$ cat src/rtl/alu_nibble_seq.sv
// Nibble-serial 8-bit Z80-style ALU: low nibble in LO, high nibble in HI, result/flags in DONE.
// Optional build macro ALU_NIBBLE_PARITY_EN makes P/V report even parity for AND/XOR/OR.
module alu_nibble_seq (
  input  logic       clk,
  input  logic       reset,
  input  logic       start,
  input  logic [2:0] op,
  input  logic [7:0] op1,
  input  logic [7:0] op2,
  input  logic       cy_in,
  output logic       busy,
  output logic       done,
  output logic [7:0] result,
  output logic [7:0] flags
);

  typedef enum logic [1:0] {IDLE, LO, HI, DONE} state_e;
  typedef enum logic [2:0] {
    OP_ADD, OP_ADC, OP_SUB, OP_SBC, OP_AND, OP_XOR, OP_OR, OP_CP
  } op_e;

  state_e     state;
  op_e        op_q;
  logic [7:0] a_q, b_q;
  logic       cy_q;
  logic [3:0] lo_q;
  logic       h_q;

  logic       sub_op, logic_op, cin, parity;
  logic [4:0] lo_ext, hi_ext;
  logic [3:0] mid_ext;
  logic [3:0] lo_nib, hi_nib;
  logic [7:0] sum, yx_src, flags_next;

  // NOTE: every always_comb output gets a default first so no path can infer a latch.
  always_comb begin
    sub_op   = (op_q == OP_SUB) || (op_q == OP_SBC) || (op_q == OP_CP);
    logic_op = (op_q == OP_AND) || (op_q == OP_XOR) || (op_q == OP_OR);
    cin      = ((op_q == OP_ADC) || (op_q == OP_SBC)) && cy_q;

    if (sub_op) begin
      lo_ext  = {1'b0, a_q[3:0]} - {1'b0, b_q[3:0]} - {4'b0, cin};
      hi_ext  = {1'b0, a_q[7:4]} - {1'b0, b_q[7:4]} - {4'b0, h_q};
      mid_ext = {1'b0, a_q[6:4]} - {1'b0, b_q[6:4]} - {3'b0, h_q};
    end else begin
      lo_ext  = {1'b0, a_q[3:0]} + {1'b0, b_q[3:0]} + {4'b0, cin};
      hi_ext  = {1'b0, a_q[7:4]} + {1'b0, b_q[7:4]} + {4'b0, h_q};
      mid_ext = {1'b0, a_q[6:4]} + {1'b0, b_q[6:4]} + {3'b0, h_q};
    end

    lo_nib = lo_ext[3:0];
    hi_nib = hi_ext[3:0];
    case (op_q)
      OP_AND: begin lo_nib = a_q[3:0] & b_q[3:0]; hi_nib = a_q[7:4] & b_q[7:4]; end
      OP_XOR: begin lo_nib = a_q[3:0] ^ b_q[3:0]; hi_nib = a_q[7:4] ^ b_q[7:4]; end
      OP_OR:  begin lo_nib = a_q[3:0] | b_q[3:0]; hi_nib = a_q[7:4] | b_q[7:4]; end
      default: ;
    endcase

    sum    = {hi_nib, lo_q};
    yx_src = (op_q == OP_CP) ? b_q : sum;
`ifdef ALU_NIBBLE_PARITY_EN
    parity = ~^sum;
`else
    parity = 1'b0;
`endif

    // Overflow is the carry into bit 7 differing from the carry out of it.
    flags_next = {sum[7],
                  sum == 8'h00,
                  yx_src[5],
                  logic_op ? (op_q == OP_AND) : h_q,
                  yx_src[3],
                  logic_op ? parity : (hi_ext[4] ^ mid_ext[3]),
                  sub_op,
                  logic_op ? 1'b0 : hi_ext[4]};
  end

  // NOTE: sequential state uses non-blocking assignments only; blocking here would race other flops.
  always_ff @(posedge clk) begin
    if (reset) begin
      state  <= IDLE;
      busy   <= 1'b0;
      done   <= 1'b0;
      result <= 8'h00;
      flags  <= 8'h00;
      h_q    <= 1'b0;
      lo_q   <= 4'h0;
    end else begin
      done <= 1'b0;
      case (state)
        IDLE, DONE: begin
          if (start) begin
            // NOTE: operand latches are deliberately not reset; they are always loaded before use.
            op_q  <= op_e'(op);
            a_q   <= op1;
            b_q   <= op2;
            cy_q  <= cy_in;
            state <= LO;
            busy  <= 1'b1;
          end else begin
            state <= IDLE;
          end
        end
        LO: begin
          lo_q  <= lo_nib;
          h_q   <= lo_ext[4];
          state <= HI;
        end
        HI: begin
          result <= (op_q == OP_CP) ? a_q : sum;
          flags  <= flags_next;
          busy   <= 1'b0;
          done   <= 1'b1;
          state  <= DONE;
        end
        default: state <= IDLE;
      endcase
    end
  end

endmodule

$ cat config.mk
export PLATFORM = sky130hd
export DESIGN_NAME = alu_nibble_seq
export DESIGN_NICKNAME = d
export VERILOG_FILES = /design/src/rtl/alu_nibble_seq.sv
export SDC_FILE = /design/constraint.sdc
export NUM_CORES = 1
export LEC_CHECK = 0
export CORE_MARGIN = 5
export CORE_UTILIZATION = 50
export DETAILED_ROUTE_END_ITERATION = 7
export PLACE_DENSITY = 0.77
export SKIP_CTS_REPAIR_TIMING = 1
export SYNTH_ARGS = -nofsm -noshare
export SYNTH_HDL_FRONTEND = slang
export SYNTH_SLANG_ARGS = --single-unit
$ cat constraint.sdc
create_clock -name clk -period 3.1 [get_ports clk]
set_clock_uncertainty 0.2 [all_clocks]
set_input_delay 0.775 -clock clk [delete_from_list [all_inputs] [get_ports clk]]
set_output_delay 0.775 -clock clk [all_outputs]
set_load 0.05 [all_outputs]
Word-level counts from Yosys, hierarchy flattened
Cells that the tools add are included.

storage, ports and cells
  register bits after elaboration = 45
  bits in latches = 0
  memory bits (writable) = 0
  memory bits (read-only) = 0
  bits of input ports = 23
  output and inout port bits = 18
  word-level logic and storage cells = 69
  memories kept = 0

cells by class
  add/sub/neg operators = 12
  multiply operators = 0
  divide/modulo/power cells = 0
  magnitude comparators = 0
  eq/ne operators = 11
  shift-type cells = 0
  multiplexer cells = 15
  bitwise logic cells = 8
  reductions and logical operators = 12

operators by type and width
  cell                                                                    number
  4-bit one-hot mux with 3 select lines                                   2
  3-bit equality test (second input constant)                             4
  4-bit by 4-bit adder with 5-bit output                                  2
  5-bit by 1-bit adder with 5-bit output                                  2
  5-bit two-way mux                                                       2
  4-bit by 4-bit subtractor with 5-bit output                             2
  5-bit by 1-bit subtractor with 5-bit output                             2
  4-bit AND                                                               2
  8-bit logical NOT                                                       1
  8-bit two-way mux                                                       1
  4-bit bitwise OR                                                        2
  4-bit XOR                                                               2
  3-bit by 2-bit equality test with 1-bit output (second input constant)  2
  1-bit two-way mux                                                       6
  6-bit two-way mux                                                       1
  2-bit one-hot mux with 3 select lines                                   1
  1-bit logical OR                                                        5
  3-bit by 3-bit adder with 4-bit output                                  1
  4-bit by 1-bit adder with 4-bit output                                  1
  2-bit equality test (second input constant)                             2
  4-bit two-way mux                                                       1
  3-bit by 3-bit subtractor with 4-bit output                             1
  4-bit by 1-bit subtractor with 4-bit output                             1
  3-bit by 1-bit equality test with 1-bit output (second input constant)  1
  other kinds (11)                                                        11

Longest topological paths before layout
Gate-level depths: netlist of run 1.

  depth after elaboration = 6
  mapped depth = 13
  depth with buffers taken out = 11

Worst setup path before layout of run 1
Ideal clock, no wire load.

  path type = in2reg
  start point = input port reset
  end point = register a_q[0], enable pin
  setup time = 0.397 ns
  arrival time = 2.026 ns
  data required time = 2.503 ns
  slack = 0.477 ns
  stages on the path = 3
  buffers on the path = 2
  cell sequence = clkbuf_1 -> clkbuf_1 -> nor2_1

between the ends
  cells in the longest elaborated chain, start to end = 2

RTL lines
  element                        line  source
  start, declared                5     input logic reset,
  1-bit NOT (no line)            n/a
  3-bit AND reduction (no line)  n/a
  end signal, assigned           96    a_q <= op1;
  end, declared                  24    logic [7:0] a_q, b_q;

No other way between the ends.
A chain may end at the register's enable or synchronous reset.

Worst setup path in the final report of run 1
  start point = register a_q[4]
  end point = register result[7]

between the ends
  cells in the longest elaborated chain, start to end = 5
  elaborated cells on any way between the ends = 7
  those cells by class = 4 x add/sub; 3 x mux

RTL lines
  element                                                                                                line    source
  4-bit by 4-bit adder with 5-bit output or 4-bit by 4-bit subtractor with 5-bit output (tied branches)  47, 43
  5-bit by 1-bit adder with 5-bit output or 5-bit by 1-bit subtractor with 5-bit output (tied branches)  47, 43
  5-bit two-way mux (*)                                                                                  41      if (sub_op) begin
  4-bit one-hot mux with 3 select lines (*)                                                              53      case (op_q)
  8-bit two-way mux (*)                                                                                  111     result <= (op_q == OP_CP) ? a_q : sum;
  end signal, assigned                                                                                   111
  end, declared                                                                                          13      output logic [7:0] result,

Mark *: on every way between the ends. The rest lies on a longest branch, timed or not.

==> results.cfg, run 1 <==
[outcome]
status = complete, no violations

[placed_design]
portBuffers = 40
dp_cells = 392
globalplace.congestion = 0.925
dpl_cell_area_sq_um = 3290
place_hpwl_mm = 4.58

[routing]
wire_per_inst_um = 14.8
firstDrtPassIters = 5
ant_nets = 0
wirelength_mm = 5.92
dr_total_vias = 2189
vias_per_cell = 5.47
drtIter0Drc = 199
drt_drc_violations_left = 0

[global_route]
grt_max_degree = 31
grt.total_usage_pct = 16.8
antenna_found_initial = 0
grt_pass1_vias = 2099
grt-ovfl-total = 0
grt_pass1_wl_mm = 9.72

[final_layout]
design_area_sq_um = 3410
fin_cells = 400
fill_cells = 471
final_common_cell = clkdlybuf4s50_1
most-common-layout-cells = 40 x clkdlybuf4s50_1, 29 x inv_1, 26 x nand2_1, 26 x nor2_1, 26 x ha_1
fin_nets = 384
area_growth_pct = 20.7
drive_above_1_share_pct = 6.40
antenna_cells = 0

[timing]
setup_viol = 0
rsz0062_at_grt = no
fin_crit_sh_pct = 85.7
hold_viol = 0
fmax_mhz = 377
fin_crit_ps = 2660
finalSetupTns_ps = 0
maxSlewHeadroom_pct = 59.1
worst_slew_pin_slew_ps = 614
finalMaxSlewViolations = 0

[clock_network]
root_buffer = clkbuf_8
clock-sinks = 45
clock_latency_ps = 310
cts_tree = yes
clockBufferDepth = 2
cts_buffers = 5
cts.htree.levels = 2
clkTransAtPathRegs_ps = 80

[setup_path]
cp_cell_sequence = inv_1 > fa_1 > inv_1 > ha_1 > a211oi_2 > xor2_1 > a32oi_1 > nand4_1 > a311oi_1
crit_slowest_cell = fa_1
slowest_delay_ps = 420
cp.arrival_ps = 2680
cp.required_ps = 3120
end_kind = register
crit_fanout = 3
crit_type = reg -> reg
critPathMostFrequentCell = inv_1
start_kind = register

[flow_run]
maxCapViolations = 0

[power_and_ir_drop]
leakage_nw = 1.37
p_per_area_nw_per_um2 = 506
ir_drop_mv = 0.303

[logic_synthesis]
syn_area_sq_um = 2830
synth_ff_type = dfxtp_1
synth_cells = 289
async_flop_share_pct = 0
avgSynthCellArea_sq_um = 9.78
synth_fp_nets = 346
yosysSeqAreaShare_pct = 39.0
yosys_warnings = 0
synth-seq-cells = 45
synth_area_leaders = edfxtp_1 21%, dfxtp_1 18%, ha_1 12%
yosysTopAreaCellShare_pct = 21.2
synth-edff-count = 20
synth_top_area_cell = edfxtp_1
yosysUniqueCellTypes = 52

[floorplan]
core_sq_um = 5510
std_cell_rows = 27
dieArea_sq_um = 7260
pin_count = 41
chipHeight_um = 85.2
fp.dieW_um = 85.2
start_util_pct = 51.3

[hold_path]
hold_path.class = reg -> reg
-- report_power, final --
group	internal (mW)	leakage (nW)	switching, mW
combinational	0.225	0.919	0.318
clock	0.255	0.0645	0.208
sequential	0.680	0.390	0.0396
total	1.16	1.37	0.565
-- state kept, by name (all words and copies together) (netlist names) --
signal / count
a_q: 8
b_q: 8
flags: 8
result: 8
lo_q: 4
op_q: 3
state: 2
busy: 1
cy_q: 1
done: 1
h_q: 1
-- worst paths after layout --
path,from,end,slack [ps],cells after the start
hold reg to reg,flags[2]$_SDFFE_PP0P_,flags[2]$_SDFFE_PP0P_,260,2
hold / removal,flags[2]$_SDFFE_PP0P_,flags[2]$_SDFFE_PP0P_,260,2
setup / recovery,a_q[4]$_DFFE_PP_,result[7]$_SDFFE_PP0P_,440,9
setup reg to reg,a_q[4]$_DFFE_PP_,result[7]$_SDFFE_PP0P_,440,9
-- synthesized netlist by cell type, types with 2 or more instances --
library cell / instances
o2111ai_1: 2
dfxtp_1: 25
o21ai_0: 7
a211o_1: 3
nand4_1: 2
xor2_1: 4
clkbuf_1: 7
a21boi_0: 2
fa_1: 8
nor2_1: 26
a311oi_1: 6
o21a_1: 2
and3_1: 3
buf_2: 5
nand2_1: 26
a21oi_1: 17
mux2i_1: 10
nand3_1: 2
inv_1: 29
nand3b_1: 3
a22o_1: 6
a211oi_1: 7
nand2b_1: 6
o22ai_1: 3
nor2b_1: 5
ha_1: 26
edfxtp_1: 20
o211ai_1: 2
or2_2: 2
-- per-layer routing --
layer,vias up,wire length [um],GRT usage (%)
met5,-,0,0
met1,1019,2720,21.6
met3,15,345,3.88
met4,0,170,7.63
met2,63,2690,26.8
li1,1092,-,-
-- worst max-delay path, delay by kind of cell, from the launching register on --
| family | cells | cell delay (ps) |
|---|---|---|
| compound gates | 3 | 860 |
| xor+xnor | 1 | 130 |
| fa+ha+maj | 2 | 660 |
| buf+inv | 2 | 210 |
| flops | 1 | 380 |
| simple gates | 1 | 130 |
-- stage by stage --
step                worst slack (ps)  hold WS (ps)  power, mW  util, %
floorplan                        477           245       1.12        -
global placement                 551           243       1.26     59.7
detailed placement               475           241       1.28     59.7
CTS                              445           261       1.74     62.0
global route                     202           293       1.82     62.0
finish                           444           256       1.73     62.0
-- layout make-up --
type	count	area [sq um]	area share, %
clock buffer	7	119	3.48
clock inverter	1	5.00	0.147
inverter	29	109	3.19
multi-input combinational	201	1550	45.4
sequential	45	1100	32.3
tap	72	90.1	2.64
timing repair buffer	45	438	12.8
-- kinds of logic after synthesis --
logic type	Yosys count	share of synthesized area (%)
XOR/XNOR	6	2.35
buffers and inverters	43	6.20
multiplexers	10	3.54
AND/OR/NAND/NOR	82	14.2
flip-flops	45	39.0
AO/OA/AOI/OAI	69	17.6
adder cells (fa/ha/maj)	34	17.2
(Power assumes the default switching activity.)
==> run 2, diff against run 1 <==
--- a/config.mk
+++ b/config.mk
@@ -5,9 +5,9 @@
 export SDC_FILE = /design/constraint.sdc
 export NUM_CORES = 1
 export LEC_CHECK = 0
-export CORE_MARGIN = 5
 export CORE_UTILIZATION = 50
 export DETAILED_ROUTE_END_ITERATION = 7
+export GPL_ROUTABILITY_DRIVEN = 0
 export PLACE_DENSITY = 0.77
 export SKIP_CTS_REPAIR_TIMING = 1
 export SYNTH_ARGS = -nofsm -noshare
==> run 2 against run 1 <==
Net effect:
- sequential power is essentially flat
- core utilization is essentially flat
- non-clock buffer count is the same
- final area shrank 0.66%
- maximum frequency shrank 2.8%
- critical path depth is the same
- highest routed layer unchanged
- sequential cell count is the same
- total power shrank 3.4%
- combinational power grew 0.9%
- clock power shrank 14%
- largest power group unchanged
- sequential share of layout area grew 0.21 points
- wire length grew 0.63%
==> results.cfg, run 2 (same netlist as run 1, synthesis figures left out) <==
[routing]
firstDrtPassIters = 5
drt_drc_violations_left = 0
ant_nets = 0
drtIter0Drc = 204
wirelength_mm = 5.96
dr_total_vias = 2241
wire_per_inst_um = 14.9
vias_per_cell = 5.62

[setup_path]
cp.required_ps = 3110
cp.arrival_ps = 2740
crit_fanout = 3
end_kind = register
start_kind = register
crit_type = reg -> reg

[floorplan]
std_cell_rows = 27
chipHeight_um = 77.2
start_util_pct = 51.6
core_sq_um = 5470
pin_count = 41
dieArea_sq_um = 5960
fp.dieW_um = 77.2

[timing]
finalSetupTns_ps = 0
fin_crit_ps = 2730
setup_viol = 0
fmax_mhz = 366
hold_viol = 0
rsz0062_at_grt = no
maxSlewHeadroom_pct = 55.9
worst_slew_pin_slew_ps = 662
finalMaxSlewViolations = 0
fin_crit_sh_pct = 88.1

[clock_network]
clkTransAtPathRegs_ps = 80
cts.htree.levels = 2
cts_buffers = 5
clock-sinks = 45
clock_latency_ps = 300
clockBufferDepth = 2
cts_tree = yes
root_buffer = clkbuf_8

[flow_run]
maxCapViolations = 0

[final_layout]
multi_input_area_sq_um = 1550
fill_cells = 486
area_growth_pct = 19.9
antenna_cells = 0
regArea_sq_um = 1100
fin_nets = 384
drive_above_1_share_pct = 6.42
most-common-layout-cells = 40 x clkdlybuf4s50_1, 29 x inv_1, 26 x nand2_1, 26 x ha_1
fin_cells = 399
final_common_cell = clkdlybuf4s50_1

[global_route]
grt-ovfl-total = 0
grt_max_degree = 31
antenna_found_initial = 0
grt.total_usage_pct = 21.8
grt_pass1_wl_mm = 10.1
grt_pass1_vias = 2077

[placed_design]
dp_cells = 392
place_hpwl_mm = 4.42
portBuffers = 40

[power_and_ir_drop]
ir_drop_mv = 0.235
leakage_nw = 1.36
p_per_area_nw_per_um2 = 492

[hold_path]
hold_path.class = reg -> reg

[outcome]
status = complete, no violations
[run 2: cell types whose count changed in the layout (fill, tap and decap cells not counted), sizes merged]
cell	change
clkbuf	-1
[run 2: power by group]
| group | internal, mW | total [mW] | switching [mW] |
|---|---|---|---|
| logic | 0.225 | 0.548 | 0.323 |
| registers | 0.680 | 0.722 | 0.0420 |
| clock network | 0.202 | 0.397 | 0.195 |
| total | 1.11 | 1.67 | 0.560 |
[run 2: final cells by class]
class / count / area share [%]
flip-flops and latches: 45 / 32.5
repair buffers: 45 / 12.9
inverters: 29 / 3.21
clock inverters: 1 / 0.148
clock buffers: 6 / 2.77
multi-input cells: 201 / 45.8
well taps: 72 / 2.66
[run 2: routing by layer]
metal  up-vias  track usage, %  share of wire (%)
met3        18            2.86                7.1
met2       102            33.7                 45
li1       1091               -                  -
met5         -               0                  0
met4         0            10.2                2.9
met1      1030            30.0                 45
[run 2: through the flow]
stage               hold slack, ps  setup slack (ps)  cell area, sq um  util (%)  power [mW]
floorplan                      245               477              2830         -        1.12
global placement               245               539              3290      60.1        1.27
detailed placement             248               437              3290      60.1        1.28
CTS                            269               405              3390      61.9        1.67
global route                   299               194              3390      61.9        1.76
finish                         266               369              3390      61.9        1.67
[run 2: path summary, 6_finish.rpt]
| path | from | to | slack [ps] | cells past startpoint |
|---|---|---|---|---|
| hold / removal | flags[2]$_SDFFE_PP0P_ | flags[2]$_SDFFE_PP0P_ | 270 | 2 |
| setup / recovery | a_q[4]$_DFFE_PP_ | result[7]$_SDFFE_PP0P_ | 370 | 9 |
| setup reg to reg | a_q[4]$_DFFE_PP_ | result[7]$_SDFFE_PP0P_ | 370 | 9 |
| hold reg to reg | flags[2]$_SDFFE_PP0P_ | flags[2]$_SDFFE_PP0P_ | 270 | 2 |
[run 2: worst max-delay path, stage by stage, from the launching register on]
cell and delay [ps]:
edfxtp_1 400, inv_1 120, fa_1 420, inv_1 100, ha_1 250, a211oi_2 320, xor2_1 130, a32oi_1 300
nand4_1 130, a311oi_1 270
==> run 3, diff against run 2 <==
==> constraint.sdc (replaced) <==
create_clock -name clk -period 3.1 [get_ports clk]
set_clock_uncertainty 0.2 [all_clocks]
set_input_delay 0.775 -clock clk [delete_from_list [all_inputs] [get_ports clk]]
set_output_delay 0.775 -clock clk [all_outputs]
set_load 0.005 [all_outputs]
==> results of run 3 <==
Same layout as run 2 (identical final DEF). Status: complete, no violations.
Main changes from that run: total power 1.67 mW -> 1.58 mW; worst IR drop on VDD 0.235 mV -> 0.233 mV
